[src/rtl/mdu_pkg.sv]
// mdu_pkg: op codes, FSM states and counter sizing shared
// by the iterative multiply/divide unit and its bench.
package mdu_pkg;

   localparam logic [2:0] MDU_MULT  = 3'd0;
   localparam logic [2:0] MDU_MULTU = 3'd1;
   localparam logic [2:0] MDU_DIV   = 3'd2;
   localparam logic [2:0] MDU_DIVU  = 3'd3;
   localparam logic [2:0] MDU_MTHI  = 3'd4;
   localparam logic [2:0] MDU_MTLO  = 3'd5;

   typedef enum logic [1:0] {
      S_IDLE = 2'd0,
      S_CALC = 2'd1,
      S_FIX  = 2'd2
   } mdu_state_e;

   function automatic int cnt_w(input int width);
      return $clog2(width) + 1;
   endfunction

endpackage

[src/rtl/mdu_iter_if.sv]
// mdu_iter_if: EX-stage request and HI/LO result bundle
// between the core (master) and the multiply/divide unit (slave).
interface mdu_iter_if #(
   parameter int WIDTH = 32
);

   logic             start;
   logic [2:0]       op;
   logic [WIDTH-1:0] a;
   logic [WIDTH-1:0] b;
   logic             flush;
   logic             busy;
   logic             done;
   logic [WIDTH-1:0] hi;
   logic [WIDTH-1:0] lo;

   modport master (
      output start, op, a, b, flush,
      input  busy, done, hi, lo
   );

   modport slave (
      input  start, op, a, b, flush,
      output busy, done, hi, lo
   );

endinterface

[src/rtl/mdu_divstep.sv]
// mdu_divstep: one combinational restoring-division step
// on {rem, quot} against a fixed divisor.
module mdu_divstep #(
   parameter int WIDTH = 32
) (
   input  logic [WIDTH-1:0] rem,
   input  logic [WIDTH-1:0] quot,
   input  logic [WIDTH-1:0] divisor,
   output logic [WIDTH-1:0] rem_n,
   output logic [WIDTH-1:0] quot_n
);

   logic [WIDTH:0] rem_sh;
   logic [WIDTH:0] trial;

   // rem < divisor holds between steps, so bit WIDTH is a true sign
   assign rem_sh = {rem, quot[WIDTH-1]};
   assign trial  = rem_sh - {1'b0, divisor};
   assign rem_n  = trial[WIDTH] ? rem_sh[WIDTH-1:0] : trial[WIDTH-1:0];
   assign quot_n = {quot[WIDTH-2:0], ~trial[WIDTH]};

endmodule

[src/rtl/mdu_iter.sv]
// mdu_iter: iterative MULT/DIV unit with architectural HI/LO.
// Define MDU_EARLY_TERM_EN to stop multiplies once the multiplier drains.
module mdu_iter
   import mdu_pkg::*;
#(
   parameter int WIDTH = 32
) (
   input  logic      clk,
   input  logic      rst,
   mdu_iter_if.slave mdu
);

   localparam int              CW    = cnt_w(WIDTH);
   localparam int              W2    = 2 * WIDTH;
   localparam logic [CW-1:0]   STEPS = CW'(WIDTH);

   mdu_state_e       state, state_n;
   logic [CW-1:0]    cnt, cnt_n;
   logic [W2-1:0]    mcand, mcand_n;
   logic [W2-1:0]    prod, prod_n;
   logic [WIDTH-1:0] mplier, mplier_n;
   logic [WIDTH-1:0] hi, hi_n, lo, lo_n;
   logic             is_div, is_div_n;
   logic             neg_p, neg_p_n;
   logic             neg_r, neg_r_n;
   logic             done, done_n;

   logic [WIDTH-1:0] ds_rem, ds_quot;
   logic [WIDTH-1:0] a_mag, b_mag, mplier_sh;
   logic             op_sgn, op_md, op_mthi, op_mtlo;
   logic             a_neg, b_neg, last;

   assign op_md     = ~mdu.op[2];
   assign op_mthi   = (mdu.op == MDU_MTHI);
   assign op_mtlo   = (mdu.op == MDU_MTLO);
   assign op_sgn    = (mdu.op == MDU_MULT) || (mdu.op == MDU_DIV);
   assign a_neg     = op_sgn & mdu.a[WIDTH-1];
   assign b_neg     = op_sgn & mdu.b[WIDTH-1];
   assign a_mag     = a_neg ? -mdu.a : mdu.a;
   assign b_mag     = b_neg ? -mdu.b : mdu.b;
   assign mplier_sh = mplier >> 1;

   // divide reuses prod as {rem, quot} and mplier as the divisor
   mdu_divstep #(.WIDTH(WIDTH)) u_divstep (
      .rem     (prod[W2-1:WIDTH]),
      .quot    (prod[WIDTH-1:0]),
      .divisor (mplier),
      .rem_n   (ds_rem),
      .quot_n  (ds_quot)
   );

   always_comb begin
      state_n  = state;
      cnt_n    = cnt;
      mcand_n  = mcand;
      prod_n   = prod;
      mplier_n = mplier;
      hi_n     = hi;
      lo_n     = lo;
      is_div_n = is_div;
      neg_p_n  = neg_p;
      neg_r_n  = neg_r;
      done_n   = 1'b0;
      last     = 1'b0;
      if (mdu.flush) begin
         state_n = S_IDLE;
      end else begin
         unique case (state)
            S_IDLE: begin
               if (mdu.start) begin
                  unique case (1'b1)
                     op_mthi: hi_n = mdu.a;
                     op_mtlo: lo_n = mdu.a;
                     op_md: begin
                        state_n  = S_CALC;
                        is_div_n = mdu.op[1];
                        neg_p_n  = a_neg ^ b_neg;
                        neg_r_n  = a_neg;
                        cnt_n    = '0;
                        mcand_n  = {{WIDTH{1'b0}}, a_mag};
                        mplier_n = b_mag;
                        prod_n   = mdu.op[1] ? {{WIDTH{1'b0}}, a_mag} : '0;
                     end
                     default: ;
                  endcase
               end
            end
            S_CALC: begin
               cnt_n = cnt + 1'b1;
               if (is_div) begin
                  prod_n = {ds_rem, ds_quot};
               end else begin
                  if (mplier[0]) prod_n = prod + mcand;
                  mcand_n  = mcand << 1;
                  mplier_n = mplier_sh;
               end
               last = (cnt_n == STEPS);
`ifdef MDU_EARLY_TERM_EN
               if (!is_div && (mplier_sh == '0)) last = 1'b1;
`endif
               if (last) state_n = S_FIX;
            end
            S_FIX: begin
               if (is_div) begin
                  lo_n = neg_p ? -prod[WIDTH-1:0] : prod[WIDTH-1:0];
                  hi_n = neg_r ? -prod[W2-1:WIDTH] : prod[W2-1:WIDTH];
               end else begin
                  {hi_n, lo_n} = neg_p ? -prod : prod;
               end
               done_n  = 1'b1;
               state_n = S_IDLE;
            end
            default: state_n = S_IDLE;
         endcase
      end
   end

   always_ff @(posedge clk or negedge rst) begin
      if (!rst) begin
         state  <= S_IDLE;
         cnt    <= '0;
         mcand  <= '0;
         prod   <= '0;
         mplier <= '0;
         hi     <= '0;
         lo     <= '0;
         is_div <= 1'b0;
         neg_p  <= 1'b0;
         neg_r  <= 1'b0;
         done   <= 1'b0;
      end else begin
         state  <= state_n;
         cnt    <= cnt_n;
         mcand  <= mcand_n;
         prod   <= prod_n;
         mplier <= mplier_n;
         hi     <= hi_n;
         lo     <= lo_n;
         is_div <= is_div_n;
         neg_p  <= neg_p_n;
         neg_r  <= neg_r_n;
         done   <= done_n;
      end
   end

   assign mdu.busy = (state != S_IDLE);
   assign mdu.done = done;
   assign mdu.hi   = hi;
   assign mdu.lo   = lo;

endmodule

[src/flat_wrapper.sv]
// flat-port wrapper written by rule: the top's interface ports become plain ports
module mdu_iter_flat import mdu_pkg::*;
#(
   parameter int WIDTH = 32
)
  (clk, rst, mdu_start, mdu_op, mdu_a, mdu_b, mdu_flush, mdu_busy, mdu_done, mdu_hi, mdu_lo);
  mdu_iter_if #(.WIDTH(WIDTH)) mdu_i ();
  input  logic clk;
  input  logic rst;
  input wire logic [$bits(mdu_i.start)-1:0] mdu_start;
  input wire logic [$bits(mdu_i.op)-1:0] mdu_op;
  input wire logic [$bits(mdu_i.a)-1:0] mdu_a;
  input wire logic [$bits(mdu_i.b)-1:0] mdu_b;
  input wire logic [$bits(mdu_i.flush)-1:0] mdu_flush;
  output wire logic [$bits(mdu_i.busy)-1:0] mdu_busy;
  output wire logic [$bits(mdu_i.done)-1:0] mdu_done;
  output wire logic [$bits(mdu_i.hi)-1:0] mdu_hi;
  output wire logic [$bits(mdu_i.lo)-1:0] mdu_lo;
  assign mdu_i.start = mdu_start;
  assign mdu_i.op = mdu_op;
  assign mdu_i.a = mdu_a;
  assign mdu_i.b = mdu_b;
  assign mdu_i.flush = mdu_flush;
  assign mdu_busy = mdu_i.busy;
  assign mdu_done = mdu_i.done;
  assign mdu_hi = mdu_i.hi;
  assign mdu_lo = mdu_i.lo;
  mdu_iter #(.WIDTH(WIDTH)) u_core (.clk(clk), .rst(rst), .mdu(mdu_i));
endmodule
[config.mk]
export PLATFORM = sky130hd
export DESIGN_NAME = mdu_iter_flat
export DESIGN_NICKNAME = d
export VERILOG_FILES = /design/src/rtl/mdu_pkg.sv /design/src/rtl/mdu_iter_if.sv /design/src/rtl/mdu_divstep.sv /design/src/rtl/mdu_iter.sv /design/src/flat_wrapper.sv
export SDC_FILE = /design/constraint.sdc
export NUM_CORES = 1
export LEC_CHECK = 0
export CAP_MARGIN = 25
export CORE_MARGIN = 2
export CORE_UTILIZATION = 60
export DETAILED_ROUTE_END_ITERATION = 6
export PLACE_DENSITY = 0.81
export SLEW_MARGIN = 20
export SYNTH_ARGS = -nofsm -noshare
export SYNTH_HDL_FRONTEND = slang
export SYNTH_HIERARCHICAL = 1
export SYNTH_SLANG_ARGS = --single-unit
[constraint.sdc]
create_clock -name clk -period 4.4 [get_ports clk]
set_input_delay 0.44 -clock clk [delete_from_list [all_inputs] [get_ports clk]]
set_output_delay 0.44 -clock clk [all_outputs]
set_load 0.05 [all_outputs]
=== Word level (Yosys, flattened, before mapping) ===
Index checks and enable logic that the tools add are counted.

* Muxes and demuxes: 38
* Bitwise operators: 6
* Reduce and logical (&&, ||, !) cells: 13
* $add $sub $neg: 8
* Equal/unequal tests: 15

{| class="wikitable"
|+ Operators by type and width
! kind !! number
|-
| $mux W64 || 8
|-
| $mux W32 || 15
|-
| $pmux W64 S2 || 2
|-
| $pmux W32 S2 || 3
|-
| $neg A32 Y32 || 4
|-
| $add A64 B64 Y64 || 1
|-
| $neg A64 Y64 || 1
|-
| $sub A33 B32 Y33 || 1
|-
| $reduce_and A4 Y1 || 4
|-
| $mux W6 || 2
|-
| $pmux W6 S2 || 1
|-
| $reduce_and A5 Y1 || 2
|-
| $mux W2 || 4
|-
| $add A6 B1 Y6 const B || 1
|-
| $eq A3 B3 Y1 const B || 2
|-
| $eq A6 B6 Y1 const B || 1
|-
| $ne A2 B2 Y1 const B || 3
|-
| $ne A3 B3 Y1 const B || 2
|-
| $reduce_bool A2 Y1 || 3
|-
| $ne A2 B1 Y1 const B || 2
|-
| $pmux W2 S2 || 1
|-
| $eq A3 B2 Y1 const B || 1
|-
| $logic_not A3 Y1 || 1
|-
| $ne A3 B1 Y1 const B || 1
|-
| 10 further kinds || 14
|}

* Logic and storage cells: 91
* Bits in registers: 236
* Output and inout port bits: 66

=== Longest topological paths before layout ===
* Depth in word-level cells: 8
* Depth in mapped cells: 18
* Depth with buffers taken out: 16

=== By module ===
Netlist, hierarchy kept.

{| class="wikitable"
|+ By module, submodules not included
! module !! cells each !! instances !! area an instance (um2)
|-
| mdu_iter || 2152 || 1 || 17051.4
|-
| mdu_divstep || 336 || 1 || 2591.2
|}

=== Worst setup path after synthesis ===
Ideal clock, no wire load.

* Path type: reg2reg
* From: register u_core.prod[31]
* To: register u_core.prod[59]
* Data required time: 4.278 ns
* Path slack: 0.686 ns
* Setup time: 0.122 ns
* Period minus slack after synthesis: 3.714 ns
* Data arrival time: 3.593 ns
* Stages on the path, launching flop included: 19
* Cell sequence: dfrtp_1 > inv_1 > ha_1 > fa_1 > and2b_1 > o2111ai_2 > a21oi_2 > o2111ai_1 > a211oi_2 > nor2_4 > mux2i_4 > and2_4 > buf_12 > inv_8 > buf_12 > mux2_4 > a22oi_1 > o311a_1 > nand2_1

* Cells in the longest elaborated chain, start to end: 4
* Elaborated cells on any way between the ends: 6
* Those cells by class: 2 x add/sub; 4 x mux

{| class="wikitable"
|+ Ends and longest elaborated chain
! item !! line !! source
|-
| start: declaration || mdu_iter.sv:20 || <nowiki>logic [W2-1:0] prod, prod_n;</nowiki>
|-
| start signal: assignment || mdu_iter.sv:135 || <nowiki>prod <= prod_n;</nowiki>
|-
| $sub A33 B32 Y33 || mdu_divstep.sv:18 || <nowiki>assign trial = rem_sh - {1'b0, divisor};</nowiki>
|-
| $mux W32 || mdu_divstep.sv:19 || <nowiki>assign rem_n = trial[WIDTH] ? rem_sh[WIDTH-1:0] : trial[WIDTH-1:0];</nowiki>
|-
| via u_core.ds_rem[27] || mdu_iter.sv:28 || <nowiki>logic [WIDTH-1:0] ds_rem, ds_quot;</nowiki>
|-
| $mux W64 || mdu_iter.sv:90 || <nowiki>if (is_div) begin</nowiki>
|-
| $pmux W64 S2 || mdu_iter.sv:68 || <nowiki>unique case (state)</nowiki>
|}

The timed path passes the listed nets, and every way through them passes these cells. The select of a mux whose other input is x is not followed.
A chain may end at the register's enable or synchronous reset.

=== Worst setup path in the final report ===
* From: register u_core.mplier[0]
* To: register u_core.prod[59]

* Cells in the longest elaborated chain, start to end: 4
* Elaborated cells on any way between the ends: 6
* Those cells by class: 1 x add/sub; 1 x eq/ne; 3 x mux; 1 x reduce/logical

{| class="wikitable"
|+ Ends and longest elaborated chain
! item !! line !! source
|-
| start: declaration || mdu_iter.sv:21 || <nowiki>logic [WIDTH-1:0] mplier, mplier_n;</nowiki>
|-
| start signal: assignment || mdu_iter.sv:136 || <nowiki>mplier <= mplier_n;</nowiki>
|-
| $sub A33 B32 Y33 || mdu_divstep.sv:18 ||
|-
| $mux W32 || mdu_divstep.sv:19 ||
|-
| via u_core.ds_rem[27] || mdu_iter.sv:28 ||
|-
| $mux W64 || mdu_iter.sv:90 ||
|-
| $pmux W64 S2 || mdu_iter.sv:68 ||
|}

The timed path passes the listed nets, and every way through them passes these cells.

==> impl_metrics.json <==
{
  "period_minus_slack_ns": 4.04,
  "fp.dieH_um": 185,
  "start_util": 0.607,
  "cts_buffers": 29,
  "nets": 2722,
  "critical_path_class": "flip-flop to flip-flop",
  "post_cts_resized": 0,
  "fin_tns_setup_ns": 0,
  "dieArea_um2": 34200,
  "drv_cap": 0,
  "syn_area_um2": 19600,
  "finalMaxSlewViolations": 0,
  "hp-class": "input port to asynchronous set/reset pin",
  "utilization": 0.686,
  "wl_per_cell_um": 21.9,
  "outcome": "finished, final reports clean",
  "use_met3": 0.0547,
  "final_cell_mix": "nand2_1, a21oi_1, nor2_1",
  "ant_nets": 0,
  "use_met1": 0.475,
  "core-area_um2": 32400,
  "grt_pass1_wl_um": 102000,
  "design_area_um2": 22200,
  "final-hold-violation-count": 0,
  "drive_gt1_frac": 0.0713,
  "start_kind": "flip-flop",
  "synth-main-ff-cell": "dfrtp_1",
  "fin_crit_sh": 0.919,
  "yosysUniqueCellTypes": 98,
  "synth_fp_nets": 2661,
  "clock-root-buffer": "clkbuf_16",
  "place_ws_ns": 0.402,
  "cts_tree": "yes",
  "cts.reportedPaths.clkPinSlew_ns": 0.06,
  "postRouteWirelength_um": 66000,
  "track_usage": 0.383,
  "antenna_found_initial": 1,
  "seq_area_frac_synth": 0.301,
  "synth_cells": 2488,
  "vias": 19450,
  "grt_max_degree": 124,
  "row_count": 66,
  "drt_iter0_markers": 2064,
  "synth-seq-cells": 236,
  "endpoint_kind": "flip-flop",
  "p_leak_nw": 9.86,
  "dr.pass1.iters": 6,
  "gp_congestion": 1.00,
  "via_per_inst": 6.46,
  "fill_cells": 2729,
  "finalNonFillerCells": 3010,
  "dpl_cell_area_um2": 21200,
  "final_common_cell": "nand2_1",
  "clock_skew_ns": 0.0155,
  "cp_max_fo": 24,
  "dpl.hpwl_um": 50100,
  "ios": 137,
  "clock_sinks": 236,
  "peakVddDrop_mv": 0.339,
  "fmax_mhz": 247,
  "grt_overflow": 0,
  "crit_arrival_ns": 4.49,
  "fp.dieW_um": 185,
  "syn_area_per_cell_um2": 7.89,
  "met2_usage": 0.641,
  "powerDensity_nw_per_um2": 432,
  "ys_warn_count": 6,
  "grt_setup_unrepaired": "no",
  "globalRoute.busiestLayer": "met2",
  "htreeDepth": 1,
  "async_flop_share": 1.00,
  "clockBufferDepth": 3,
  "worst_pin_slew_ns": 1.07,
  "port_buffers": 136,
  "synth_edf_count": 0,
  "slew-limit-headroom": 0.287,
  "setup_violations": 0,
  "dpl.cell_count": 2957,
  "setup_slack_ns": 0.358,
  "synthToLayoutAreaGrowth_pct": 13.1,
  "drc": 0,
  "grt_pass1_vias": 18389,
  "insertion_delay_ns": 0.58,
  "cp.required_ns": 4.85
}
critical path, stage by stage, from the launching register on:
cell	delay, ns
dfrtp_1	0.46
ha_1	0.28
fa_1	0.41
and2b_1	0.24
o2111ai_2	0.13
a21oi_2	0.22
o2111ai_1	0.28
a211oi_2	0.36
nor2_4	0.10
mux2i_4	0.36
and2_4	0.26
inv_8	0.10
mux2_4	0.31
a22oi_1	0.15
o311a_1	0.19
nand2_1	0.05
power breakdown:
part           total [mW]  internal (mW)  switching (mW)  leakage [nW]
sequential           3.00           2.55           0.449          3.09
combinational        4.18           1.54            2.63          6.31
clock                2.42           1.44           0.981         0.452
total                9.59           5.53            4.06          9.86
worst paths after layout:
check	startpoint	to	slack, ns	depth (start not counted)
worst max-delay path	u_core/mplier[0]$_DFFE_PN0P_	u_core/prod[59]$_DFFE_PN0P_	0.36	15
worst min-delay path	rst	u_core/mdu.lo[4]$_DFFE_PN0P_	0.42	2
worst max register to register	u_core/mplier[0]$_DFFE_PN0P_	u_core/prod[59]$_DFFE_PN0P_	0.36	15
worst min register to register	u_core/mdu.lo[1]$_DFFE_PN0P_	u_core/mdu.lo[1]$_DFFE_PN0P_	0.48	2
max in group asynchronous	rst	u_core/prod[35]$_DFFE_PN0P_	2.92	3
min in group clk	u_core/mdu.lo[1]$_DFFE_PN0P_	u_core/mdu.lo[1]$_DFFE_PN0P_	0.48	2
kinds of logic (layout without fill, tap and decap cells):
logic type                 after synthesis  in the layout  synth area share
other                                    0              1                 0
and+or+nand+nor                        795            795             0.187
muxes                                   42             42            0.0273
AOI/OAI and AO/OA                      874            874             0.274
adders and majority gates              102            102            0.0657
buffers and inverters                  238            317            0.0566
DFF                                    236            236             0.301
xor gates and xnor gates               201            201            0.0896
synthesized netlist by cell type (8+ instances only):
cell type | number | area [um^2]
nand2b_1 | 17 | 106
buf_1 | 18 | 67.6
o21ai_1 | 45 | 225
buf_4 | 34 | 255
a21o_1 | 53 | 398
a21oi_1 | 255 | 1280
xor2_1 | 84 | 736
o211ai_1 | 9 | 67.6
a211oi_1 | 18 | 135
nand3_1 | 32 | 160
o21a_1 | 14 | 105
nor2_1 | 246 | 923
inv_1 | 70 | 263
nand2_1 | 309 | 1160
mux2i_1 | 16 | 160
a22o_1 | 34 | 298
and3_1 | 12 | 75.1
ha_1 | 100 | 1250
a22oi_1 | 35 | 263
a221oi_1 | 8 | 70.1
o22ai_1 | 11 | 68.8
dfrtp_1 | 236 | 5910
nor4_1 | 13 | 81.3
and2_1 | 8 | 50.1
xnor2_1 | 117 | 1020
o21ai_0 | 234 | 1170
o21bai_1 | 23 | 173
nor3_1 | 36 | 180
or3_1 | 29 | 181
mux2_4 | 19 | 285
a31oi_1 | 19 | 119
clkbuf_1 | 103 | 387
o31ai_1 | 65 | 488
nand4_1 | 25 | 156
nor2b_1 | 14 | 87.6
sequential cells by signal (all words and copies together), names as in the netlist:
register         count
u_core/mplier       32
u_core/state         2
u_core/mcand        64
u_core/mdu.lo       32
u_core/is_div        1
u_core/neg_r         1
u_core/neg_p         1
u_core/prod         64
u_core/cnt           6
u_core/mdu.done      1
u_core/mdu.hi       32
per-layer routing:
metal  routed length, um  vias to the layer above  part of all wire
met4                4260                        0             0.064
li1                    -                     9021                 -
met5                   0                        -                 0
met1               25500                     9118              0.39
met2               30500                     1050              0.46
met3                5720                      261             0.087
area by class of cell:
type                    instances  area (um^2)  area share
multi-input cells            2014        12700       0.570
flip-flops and latches        236         5910       0.266
repair buffers                197         1860      0.0839
clock buffers                  36          792      0.0356
well taps                     442          553      0.0249
inverters                      71          274      0.0123
clock inverters                13          153     0.00687
diodes                          1         2.50    0.000113
per-stage QoR:
| stage | total power [mW] | hold slack [ns] |
|---|---|---|
| after floorplan | 5.88 | 0.144 |
| after global placement | 6.99 | 0.415 |
| after detailed placement | 7.08 | 0.416 |
| after CTS | 9.51 | 0.421 |
| after global routing | 10.1 | 0.457 |
| final | 9.59 | 0.416 |
timing repair:
item                                   in CTS  in global routing
setup buffers                               0                  0
hold buffers                                1                  0
endpoints found under the hold margin      62                  0
Note: power is estimated with default switching activity, not from simulation.
